## config.mk

```make
export PLATFORM = sky130hd
export DESIGN_NAME = return_address_stack_flat
export DESIGN_NICKNAME = d
export VERILOG_FILES = /design/src/rtl/return_address_stack_if.sv /design/src/rtl/return_address_stack.sv /design/src/flat_wrapper.sv
export SDC_FILE = /design/constraint.sdc
export NUM_CORES = 1
export LEC_CHECK = 0
export ABC_AREA = 1
export ABC_CLOCK_PERIOD_IN_PS = 3300
export CAP_MARGIN = 20
export CORE_MARGIN = 3
export CORE_UTILIZATION = 45
export DETAILED_ROUTE_END_ITERATION = 10
export PLACE_DENSITY = 0.68
export SYNTH_ARGS = -nofsm -noshare
export SYNTH_HDL_FRONTEND = slang
export SYNTH_SLANG_ARGS = --single-unit
```

## constraint.sdc

```tcl
create_clock -name clk -period 3.3 [get_ports clk]
set_input_delay 0.495 -clock clk [delete_from_list [all_inputs] [get_ports clk]]
set_output_delay 0.495 -clock clk [all_outputs]
set_load 0.1 [all_outputs]
```

## src/rtl/return_address_stack_if.sv

```systemverilog
// Return address stack bundle: control-unit push/pop request and
// stack status. master = control unit, slave = stack.
interface return_address_stack_if #(
    parameter int DEPTH = 8,
    parameter int AW    = 32
);
    localparam int CW = $clog2(DEPTH) + 1;

    logic          push;
    logic [AW-1:0] push_addr;
    logic          pop;
    logic [AW-1:0] top_address;
    logic          empty;
    logic          full;
    logic [CW-1:0] count;
    logic          overflow;
    logic          underflow;

    modport master (
        output push, push_addr, pop,
        input  top_address, empty, full, count,
        input  overflow, underflow
    );

    modport slave (
        input  push, push_addr, pop,
        output top_address, empty, full, count,
        output overflow, underflow
    );
endinterface

```

## src/rtl/return_address_stack.sv

```systemverilog
// Hardware call stack feeding the RET path of PC-next selection.
// Ports: clk, reset (sync, active-high), ras (slave: push/pop/push_addr
// in; top_address/empty/full/count/overflow/underflow out).
// RAS_CIRCULAR_EN: push while full overwrites the oldest entry.
module return_address_stack #(
    parameter int DEPTH = 8,
    parameter int AW    = 32
) (
    input  logic                  clk,
    input  logic                  reset,
    return_address_stack_if.slave ras
);
    localparam int PW = $clog2(DEPTH);
    localparam int CW = PW + 1;
    localparam logic [CW-1:0] FULL_CNT = CW'(DEPTH);

    logic [AW-1:0] mem_q [DEPTH];
    logic [PW-1:0] sp_q, sp_d;
    logic [CW-1:0] count_q, count_d;
    logic          overflow_q, overflow_d;
    logic          underflow_q, underflow_d;

    logic          wr_en;
    logic [PW-1:0] wr_idx;
    logic [PW-1:0] top_idx;
    logic          is_empty, is_full;
    logic          do_replace, do_push, push_full;
    logic          do_pop, pop_empty;

    assign is_empty = (count_q == '0);
    assign is_full  = (count_q == FULL_CNT);
    assign top_idx  = sp_q - 1'b1;

    // Mutually exclusive operation decode. push+pop on an empty
    // stack degenerates to a plain push.
    assign do_replace = ras.push & ras.pop & ~is_empty;
    assign do_push    = ras.push & (ras.pop ? is_empty : ~is_full);
    assign push_full  = ras.push & ~ras.pop & is_full;
    assign do_pop     = ras.pop & ~ras.push & ~is_empty;
    assign pop_empty  = ras.pop & ~ras.push & is_empty;

    always_comb begin
        sp_d        = sp_q;
        count_d     = count_q;
        overflow_d  = overflow_q;
        underflow_d = underflow_q;
        wr_en       = 1'b0;
        wr_idx      = sp_q;
        unique case (1'b1)
            do_replace: begin
                wr_en  = 1'b1;
                wr_idx = top_idx;
            end
            do_push: begin
                wr_en   = 1'b1;
                sp_d    = sp_q + 1'b1;
                count_d = count_q + 1'b1;
            end
            push_full: begin
                overflow_d = 1'b1;
`ifdef RAS_CIRCULAR_EN
                // Oldest entry sits at sp when full; overwrite it.
                wr_en = 1'b1;
                sp_d  = sp_q + 1'b1;
`endif
            end
            do_pop: begin
                sp_d    = sp_q - 1'b1;
                count_d = count_q - 1'b1;
            end
            pop_empty: begin
                underflow_d = 1'b1;
            end
            default: begin
            end
        endcase
    end

    always_ff @(posedge clk) begin
        if (reset) begin
            sp_q        <= '0;
            count_q     <= '0;
            overflow_q  <= 1'b0;
            underflow_q <= 1'b0;
        end else begin
            sp_q        <= sp_d;
            count_q     <= count_d;
            overflow_q  <= overflow_d;
            underflow_q <= underflow_d;
        end
    end

    // Entry storage is deliberately not cleared by reset.
    always_ff @(posedge clk) begin
        if (!reset && wr_en) begin
            mem_q[wr_idx] <= ras.push_addr;
        end
    end

    assign ras.top_address = is_empty ? '0 : mem_q[top_idx];
    assign ras.empty       = is_empty;
    assign ras.full        = is_full;
    assign ras.count       = count_q;
    assign ras.overflow    = overflow_q;
    assign ras.underflow   = underflow_q;
endmodule

```

## src/flat_wrapper.sv

```systemverilog
// flat-port wrapper written by rule: the top's interface ports become plain ports
module return_address_stack_flat 
#(
    parameter int DEPTH = 8,
    parameter int AW    = 32
)
  (clk, reset, ras_push, ras_push_addr, ras_pop, ras_top_address, ras_empty, ras_full, ras_count, ras_overflow, ras_underflow);
  return_address_stack_if #(.DEPTH(DEPTH), .AW(AW)) ras_i ();
  input  logic clk;
  input  logic reset;
  input wire logic [$bits(ras_i.push)-1:0] ras_push;
  input wire logic [$bits(ras_i.push_addr)-1:0] ras_push_addr;
  input wire logic [$bits(ras_i.pop)-1:0] ras_pop;
  output wire logic [$bits(ras_i.top_address)-1:0] ras_top_address;
  output wire logic [$bits(ras_i.empty)-1:0] ras_empty;
  output wire logic [$bits(ras_i.full)-1:0] ras_full;
  output wire logic [$bits(ras_i.count)-1:0] ras_count;
  output wire logic [$bits(ras_i.overflow)-1:0] ras_overflow;
  output wire logic [$bits(ras_i.underflow)-1:0] ras_underflow;
  assign ras_i.push = ras_push;
  assign ras_i.push_addr = ras_push_addr;
  assign ras_i.pop = ras_pop;
  assign ras_top_address = ras_i.top_address;
  assign ras_empty = ras_i.empty;
  assign ras_full = ras_i.full;
  assign ras_count = ras_i.count;
  assign ras_overflow = ras_i.overflow;
  assign ras_underflow = ras_i.underflow;
  return_address_stack #(.DEPTH(DEPTH), .AW(AW)) u_core (.clk(clk), .reset(reset), .ras(ras_i));
endmodule
```

==> results of run 1 <==
layout by cell type, fill, tap and decap left out, types with 18 or more instances in the layout:
| cell type | instances |
|---|---|
| buf_12 | 41 |
| clkdlybuf4s50_1 | 40 |
| o21ai_0 | 148 |
| o22ai_1 | 64 |
| clkbuf_16 | 27 |
| edfxtp_1 | 256 |
| nor2_2 | 33 |
| o21ai_1 | 21 |
| nand2_1 | 18 |
| nor2_1 | 163 |
area by class of cell:
type,count,area (um2)
Clock buffer,32,694.4
Clock inverter,13,115.1
Fill cell,1864,9868
Inverter,21,83.83
Multi-Input combinational cell,489,2481
Sequential cell,265,7871
Tap cell,313,391.6
Timing Repair Buffer,96,1341
worst min-delay path: cells and delay by family, from the launching register on:
family,cells,cell delay (ps)
AOI/OAI and AO/OA,1,50
buffers and inverters,1,40
DFF,1,310
sequential cells by signal, indices dropped and copies added, names as in the netlist:
signal	count
u_core.mem_q	256
u_core.ras.count	4
u_core.ras.overflow	1
u_core.ras.underflow	1
u_core.sp_q	3
cell families (layout without fill, tap and decap cells):
logic type / Yosys count / after routing
AND/OR/NAND/NOR: 237 / 237
XOR/XNOR: 5 / 5
flip-flops: 265 / 265
adder cells (fa/ha/maj): 3 / 3
buffers and inverters: 74 / 162
AO/OA/AOI/OAI: 244 / 244
power groups by stage:
stage,Combinational [mW],Sequential [mW],Clock [mW]
floorplan,4.19,4.12,0
global placement,6.54,4.02,0
detailed placement,6.59,4.02,0
CTS,6.61,3.95,2.86
global route,6.93,3.97,2.98
finish,6.58,3.96,2.82
final timing paths:
check	startpoint	to	cells past startpoint
min reg2reg	u_core.ras.overflow	u_core.ras.overflow	2
min	u_core.ras.overflow	u_core.ras.overflow	2
max	u_core.sp_q[0]	ras_top_address[26]	8
max reg2reg	u_core.sp_q[0]	u_core.mem_q[0][14]	8
layer usage:
layer  part of all wire [%]  wire (um)
met1                     42       9573
met2                     50      11510
met3                    6.4       1475
met4                    2.1        495
met5                      0          0
through the flow:
step | setup WS, ps | hold WS (ps) | instance area (um2)
floorplan | -282.1 | 508.1 | 10620
global placement | 507.6 | 440.0 | 12160
detailed placement | 464.1 | 441.9 | 12160
CTS | 4.764 | 451.8 | 12970
global route | 12.60 | 487.1 | 12980
finish | 147.5 | 445.5 | 12980
timing repair:
item,in CTS,in global routing
gates resized for setup,1,3
endpoints found under the setup margin,4,18
endpoints found under the hold margin,0,0
pin swaps,0,0
==> flow_summary.toml, run 1 <==
[critical_path]
worst_path_largest_cell_delay_ps = 370
slowest_stage = "ha_2"
cp-start-kind = "register"
critPathRequiredTime_ps = 2800
cp_common_cell = "o21ai_0"
cp_num_buf_inv = 3
r2r_slack_ps = 570
path_delay_family = "buffers and inverters"
critPathKind = "reg2out"
cp_cell_sequence = "clkinv_2, ha_2, buf_8, o21ai_0, o22ai_1, o21ai_0, nor2_2, buf_12"
cp-end-kind = "output pin"
crit_fanout = 65
arrival_ps = 2660

[yosys]
yosys.area_share.simple_pct = 8.820
ys_ff_latch = 265
synthMuxAreaShare_pct = 0
synth_cell_types = 27
syn_nets = 867
netlist_area_um2 = 10540
synth_edf_count = 256
ys_top_cells_by_count = "edfxtp_1, nor2_1, o21ai_0"
synthAdderAreaFrac_pct = 0.3561
synth_area_per_cell_um2 = 12.73
synthMostInstantiatedCell = "edfxtp_1"
synth_top_area_share_pct = 72.93
synth_compound_area_share_pct = 12.42
async_flop_share_pct = 0
synth_xor_area_share_pct = 0.4867
yosysWarnings = 0
synth_top_family_by_area = "compound AO/OA/AOI/OAI gates"
seq_area_frac_synth_pct = 74.64
synth_cells = 828
yosysTopAreaCell = "edfxtp_1"
synth-main-ff-cell = "edfxtp_1"
synthTopCellsByArea = "edfxtp_1, nor2_1, o21ai_0"

[clock_network]
clock_sinks = 265
clk_pin_slew_ps = 60
ctsHoldBuffers = 0
root_buffer = "clkbuf_16"
clk_latency_ps = 530
numCtsBuffers = 27
cts_tree = "built"
cts_setup_buffers = 0
htreeDepth = 1
clockBufferDepth = 3

[power]
p_seq_share_pct = 29.6
p_sw_share_pct = 43.45
total_leakage_power_nw = 4.312
pwr-share-comb_pct = 49.3
clkPwrFrac_pct = 21.1
net-switching-power_mw = 5.800
finalPower_mw = 13.35
powerDensity_nw_per_um2 = 1029
intPower_mw = 7.550
ir_drop_mv = 0.6693

[final_layout]
layout.nets = 939
area.growth.synth_to_final_pct = 23.14
post-route-util_pct = 56.81
drive_gt1_share_pct = 15.61
instances_no_fill = 1229
num_antenna_cells = 0

[global_route]
met1_usage_pct = 24.22
use_met3_pct = 2.784
grt.total_usage_pct = 17.85
first_global_vias = 6707
antenna_found_initial = 0
grt_pass1_wl_mm = 36.16
grt_max_degree = 132
grt_use_met2_pct = 29.96
busiest_layer = "met2"
overflow = 0

[drt]
wire_per_inst_um = 18.76
via_per_inst = 5.531
drt_pre_antenna_iters = 6
drc = 0
drt_iter0_markers = 613
vias = 6798
ant_nets = 0
totalWireLength_mm = 23.06

[floorplan]
row_count = 55
start_util_pct = 46.13
dieArea_um2 = 25300
fp.dieH_um = 159.0
coreArea_um2 = 22850
pin_count = 76
die_w_um = 159.0

[timing]
fmax_mhz = 317.2
tns_ps = 0
period_needed_ps = 3153
fin_crit_sh_pct = 95.53
finalHoldViolCount = 0
slew_headroom_pct = 35.16
fin_skew_ps = 19.80
tightest_slew_ps = 969.5
grt_setup_unrepaired = "false"
finalSetupViolCount = 0
finalMaxSlewViolations = 0

[placement]
hpwl_mm = 12.40
finalWeightedCongestion = 0.7930
dpl.cell_count = 1184
port_buffers = 75

[job]
cap_violations = 0

[worst_hold_path]
hp-class = "reg2reg"

[run_status]
outcome = "finished, final reports clean"
Note: power is estimated with default switching activity, not from simulation.
==> run 2: changes to the inputs <==
--- a/config.mk
+++ b/config.mk
@@ -7,9 +7,8 @@
 export LEC_CHECK = 0
 export ABC_AREA = 1
 export ABC_CLOCK_PERIOD_IN_PS = 3300
-export CAP_MARGIN = 20
-export CORE_MARGIN = 3
 export CORE_UTILIZATION = 45
+export CTS_CLUSTER_DIAMETER = 150
 export DETAILED_ROUTE_END_ITERATION = 10
 export PLACE_DENSITY = 0.68
 export SYNTH_ARGS = -nofsm -noshare
==> run 2 against run 1 <==
Effect of this change:
- fmax increased by 3.7%
- wire length decreased by 2.0%
- final area increased by 0.61%
- global-route usage increased by 1.2 points
- critical path type unchanged
- largest cell class unchanged
- largest power group unchanged
==> flow_summary.toml, run 2 (same netlist as run 1, synthesis figures left out) <==
[critical_path]
crit-reg2reg-launch = "u_core.sp_q[0]"
ff2ff_path_depth = 8
cp-start-kind = "register"
critPathRequiredTime_ps = 2800
crit_fanout = 21
cp-end-kind = "output pin"
arrival_ps = 2540
r2r_slack_ps = 910
critPathKind = "reg2out"
r2r_end = "u_core.mem_q[0][24]"

[final_layout]
num_antenna_cells = 0
area.growth.synth_to_final_pct = 23.88
layout.nets = 939
fillers = 1814
regMostFlops = "u_core.mem_q"
final_cell_mix = "edfxtp_1, nor2_1, o21ai_0"
final_area_um2 = 13060
largest_reg_flops = 256
final_common_cell = "edfxtp_1"
drive_gt1_share_pct = 15.96
instances_no_fill = 1234

[global_route]
grt.total_usage_pct = 19.07
grt_max_degree = 132
grt_pass1_wl_mm = 35.39
overflow = 0
antenna_found_initial = 0
first_global_vias = 6499

[clock_network]
ctsHoldBuffers = 0
cts_setup_buffers = 0
clock_sinks = 265
htreeDepth = 1
cts_resized = 0
clk_latency_ps = 540
cts_tree = "built"
root_buffer = "clkbuf_16"
numCtsBuffers = 27
clk_pin_slew_ps = 60
clockBufferDepth = 3

[worst_hold_path]
hold_path_end = "u_core.ras.overflow"
whs_path_depth = 2
hp-class = "reg2reg"
hold_start = "u_core.ras.overflow"

[job]
cap_violations = 0

[power]
ir_drop_mv = 0.6385
total_leakage_power_nw = 4.355
powerDensity_nw_per_um2 = 1038

[drt]
via_per_inst = 5.476
vias = 6758
drt_pre_antenna_iters = 5
drc = 0
totalWireLength_mm = 22.59
ant_nets = 0
wire_per_inst_um = 18.30
drt_iter0_markers = 681

[placement]
finalWeightedCongestion = 0.7460
port_buffers = 75
dpl.cell_count = 1184
hpwl_mm = 12.20
postPlaceCellArea_um2 = 12160

[timing]
finalHoldViolCount = 0
slew_headroom_pct = 35.48
tightest_slew_ps = 964.8
grt_setup_unrepaired = "false"
fin_skew_ps = 12.26
fin_crit_sh_pct = 92.11
finalSetupViolCount = 0
finalMaxSlewViolations = 0
fmax_mhz = 329.0
period_needed_ps = 3040

[floorplan]
fp.dieH_um = 155.0
die_w_um = 155.0
pin_count = 76
start_util_pct = 46.27
dieArea_um2 = 24040
row_count = 55
coreArea_um2 = 22780

[run_status]
outcome = "finished, final reports clean"
[run 2: metrics by stage]
stage / total power [mW] / util, % / hold WS (ps) / TNS, ps / setup slack [ps]
after floorplan: 8.313 / - / 508.1 / -70340 / -282.1
after global placement: 10.56 / 53.38 / 439.5 / 0 / 681.7
after detailed placement: 10.60 / 53.38 / 447.8 / 0 / 616.8
after CTS: 13.64 / 57.32 / 456.7 / 0 / 228.7
after global routing: 14.09 / 57.32 / 467.7 / 0 / 119.0
final: 13.56 / 57.32 / 448.2 / 0 / 260.4
[run 2: per-layer routing]
metal  share of wire, %  GRT usage [%]  vias to the layer above
met5                  0              0                        -
met2                 49          32.05                      240
met1                 43          26.49                     3328
met4               0.98          3.913                        0
li1                   -              -                     3170
met3                6.8          2.869                       20
[run 2: critical path, cell delays in order (launching register included)]
cell and delay, ps:
dfxtp_4 370, clkinv_2 80, ha_2 220, xnor2_4 130
inv_2 360, buf_4 310, o21ai_0 140, nor2_2 190
buf_12 200
[run 2: worst max path at each step]
stage	start	to	cells after the start
final	u_core.sp_q[0]	ras_top_address[13]	8
after floorplan	u_core.ras.count[0]	u_core.mem_q[7][0]	7
after global routing	u_core.sp_q[0]	ras_top_address[14]	9
after CTS	u_core.sp_q[0]	ras_top_address[17]	8
after detailed placement	ras_push	u_core.mem_q[0][19]	7
after global placement	ras_push	u_core.mem_q[0][19]	7
[run 2: cell type report]
class	instances	area [um2]	area share [%]
sequential	265	7871	60.28
multi-input combinational	489	2481	19.00
timing repair buffer	96	1334	10.21
clock buffer	31	690.7	5.289
tap	313	391.6	2.999
clock inverter	19	209.0	1.600
inverter	21	80.08	0.6133
[run 2: power by group]
part | total [mW] | internal, mW | switching [mW] | leakage [nW]
registers | 3.96 | 3.89 | 0.0626 | 2.39
clock network | 3.04 | 1.82 | 1.22 | 0.432
logic | 6.56 | 2.03 | 4.53 | 1.54
total | 13.6 | 7.74 | 5.82 | 4.35
==> run 3: changes to the inputs <==
--- a/config.mk
+++ b/config.mk
@@ -6,11 +6,12 @@
 export NUM_CORES = 1
 export LEC_CHECK = 0
 export ABC_AREA = 1
-export ABC_CLOCK_PERIOD_IN_PS = 3300
+export ABC_CLOCK_PERIOD_IN_PS = 3600
 export CORE_UTILIZATION = 45
 export CTS_CLUSTER_DIAMETER = 150
 export DETAILED_ROUTE_END_ITERATION = 10
-export PLACE_DENSITY = 0.68
+export PLACE_DENSITY = 0.66
 export SYNTH_ARGS = -nofsm -noshare
 export SYNTH_HDL_FRONTEND = slang
 export SYNTH_SLANG_ARGS = --single-unit
+export TNS_END_PERCENT = 5
==> constraint.sdc (replaced) <==
create_clock -name clk -period 3.6 [get_ports clk]
set_input_delay 0.54 -clock clk [delete_from_list [all_inputs] [get_ports clk]]
set_output_delay 0.54 -clock clk [all_outputs]
set_load 0.1 [all_outputs]
==> run 3 against run 2 <==
Effect of this change:
- count of clock-buffer cells in the layout is 3 lower
- critical endpoint is now ras_top_address[16]
- critical path depth is 1 higher
- first-iteration DRC count is 9.1% lower
- clock power is 17% lower
- global-route usage is 0.48 points lower
==> flow_summary.toml, run 3 (same netlist as run 1, synthesis figures left out) <==
[critical_path]
r2r_slack_ps = 1080
startpoint = "u_core.sp_q[0]"
r2r_end = "u_core.mem_q[5][24]"
crit_fanout = 48
cp_cell_sequence = "clkinv_2, ha_2, clkinv_1, buf_4, o21ai_0, o22ai_1, o21ai_0, nor2_1, buf_12"
worst_path_largest_cell_delay_ps = 450
critPathKind = "reg2out"
arrival_ps = 2810
cp_common_cell = "o21ai_0"
critPathRequiredTime_ps = 3060
slowest_stage = "buf_4"
critical_path.endpoint = "ras_top_address[16]"
cp-start-kind = "register"
ff2ff_path_depth = 9
crit-reg2reg-launch = "u_core.sp_q[0]"
cp-end-kind = "output pin"

[power]
intPower_mw = 6.763
clkPwrFrac_pct = 21.1
p_seq_share_pct = 30.2
p_sw_share_pct = 43.56
net-switching-power_mw = 5.221
total_leakage_power_nw = 4.287
ir_drop_mv = 0.8410
powerDensity_nw_per_um2 = 935.6
finalPower_mw = 11.98
pwr-share-comb_pct = 48.7

[worst_hold_path]
hp-class = "reg2reg"

[timing]
period_needed_ps = 3345
slew_headroom_pct = 35.73
fmax_mhz = 298.9
tightest_slew_ps = 961.0
layout_setup_ws_ps = 254.8
finalSetupViolCount = 0
finalMaxSlewViolations = 0
timing.hold.ws_ps = 446.7
finalHoldViolCount = 0
fin_crit_sh_pct = 92.92
tns_ps = 0
grt_setup_unrepaired = "false"
fin_skew_ps = 15.41

[global_route]
grt_pass1_wl_mm = 34.46
antenna_found_initial = 0
grt_max_degree = 130
grt.total_usage_pct = 18.59
overflow = 0
first_global_vias = 6413

[final_layout]
post-route-util_pct = 56.23
area.growth.synth_to_final_pct = 21.52
num_antenna_cells = 0
final_area_um2 = 12810
final_common_cell = "edfxtp_1"
drive_gt1_share_pct = 12.30
layout.nets = 938
instances_no_fill = 1232
regMostFlops = "u_core.mem_q"
final_cell_mix = "edfxtp_1, nor2_1, o21ai_0"
largest_reg_flops = 256

[drt]
drt_iter0_markers = 619
ant_nets = 0
drc = 0
totalWireLength_mm = 22.20
drt_pre_antenna_iters = 5
via_per_inst = 5.429
vias = 6688
wire_per_inst_um = 18.02

[run_status]
outcome = "finished, final reports clean"

[placement]
post-place-ws_ps = 727.4
port_buffers = 75
hpwl_mm = 11.72
dpl.cell_count = 1183
finalWeightedCongestion = 0.7276
postPlaceCellArea_um2 = 12000

[clock_network]
clk_latency_ps = 530
cts_resized = 0
root_buffer = "clkbuf_16"
clock_sinks = 265
clk_pin_slew_ps = 60
ctsHoldBuffers = 0
htreeDepth = 1
numCtsBuffers = 27
clockBufferDepth = 3
cts_setup_buffers = 0
cts_tree = "built"

[floorplan]
die_w_um = 155.0
row_count = 55
dieArea_um2 = 24040
fp.dieH_um = 155.0
pin_count = 76
coreArea_um2 = 22780
start_util_pct = 46.27

[job]
cap_violations = 0
run 3: worst max-delay path: cells and delay by family, from the launching register on:
kind                     cells  cell delay [ps]
adder cells (fa/ha/maj)      1              310
AND/OR/NAND/NOR              1              340
buffers and inverters        4              810
AO/OA/AOI/OAI                3              440
flip-flops                   1              350
run 3: layer usage:
| layer | GRT usage [%] | vias to the layer above | wire length [um] |
|---|---|---|---|
| met5 | 0 | - | 0 |
| met4 | 4.903 | 0 | 348 |
| met2 | 31.08 | 228 | 10720 |
| met3 | 2.312 | 30 | 1308 |
| met1 | 25.84 | 3260 | 9826 |
| li1 | - | 3170 | - |
run 3: cell type report:
cell class	count	area, um2
Multi-Input combinational cell	489	2404
Clock inverter	21	128.9
Tap cell	313	391.6
Fill cell	1808	9970
Sequential cell	265	7871
Clock buffer	28	679.4
Timing Repair Buffer	95	1254
Inverter	21	80.08
run 3: worst min-delay path by stage:
stage,start,to,cells past startpoint
global route,u_core.ras.overflow,u_core.ras.overflow,2
detailed placement,u_core.ras.overflow,u_core.ras.overflow,2
global placement,u_core.ras.overflow,u_core.ras.overflow,2
CTS,u_core.ras.overflow,u_core.ras.overflow,2
finish,u_core.ras.overflow,u_core.ras.overflow,2
floorplan,u_core.sp_q[1],u_core.sp_q[1],2
run 3: power groups by stage:
stage / Clock [mW] / Combinational, mW / Sequential [mW]
floorplan: 0 / 3.71 / 3.78
global placement: 0 / 5.83 / 3.69
detailed placement: 0 / 5.86 / 3.69
CTS: 2.56 / 5.87 / 3.62
global route: 2.68 / 6.16 / 3.64
finish: 2.53 / 5.83 / 3.62
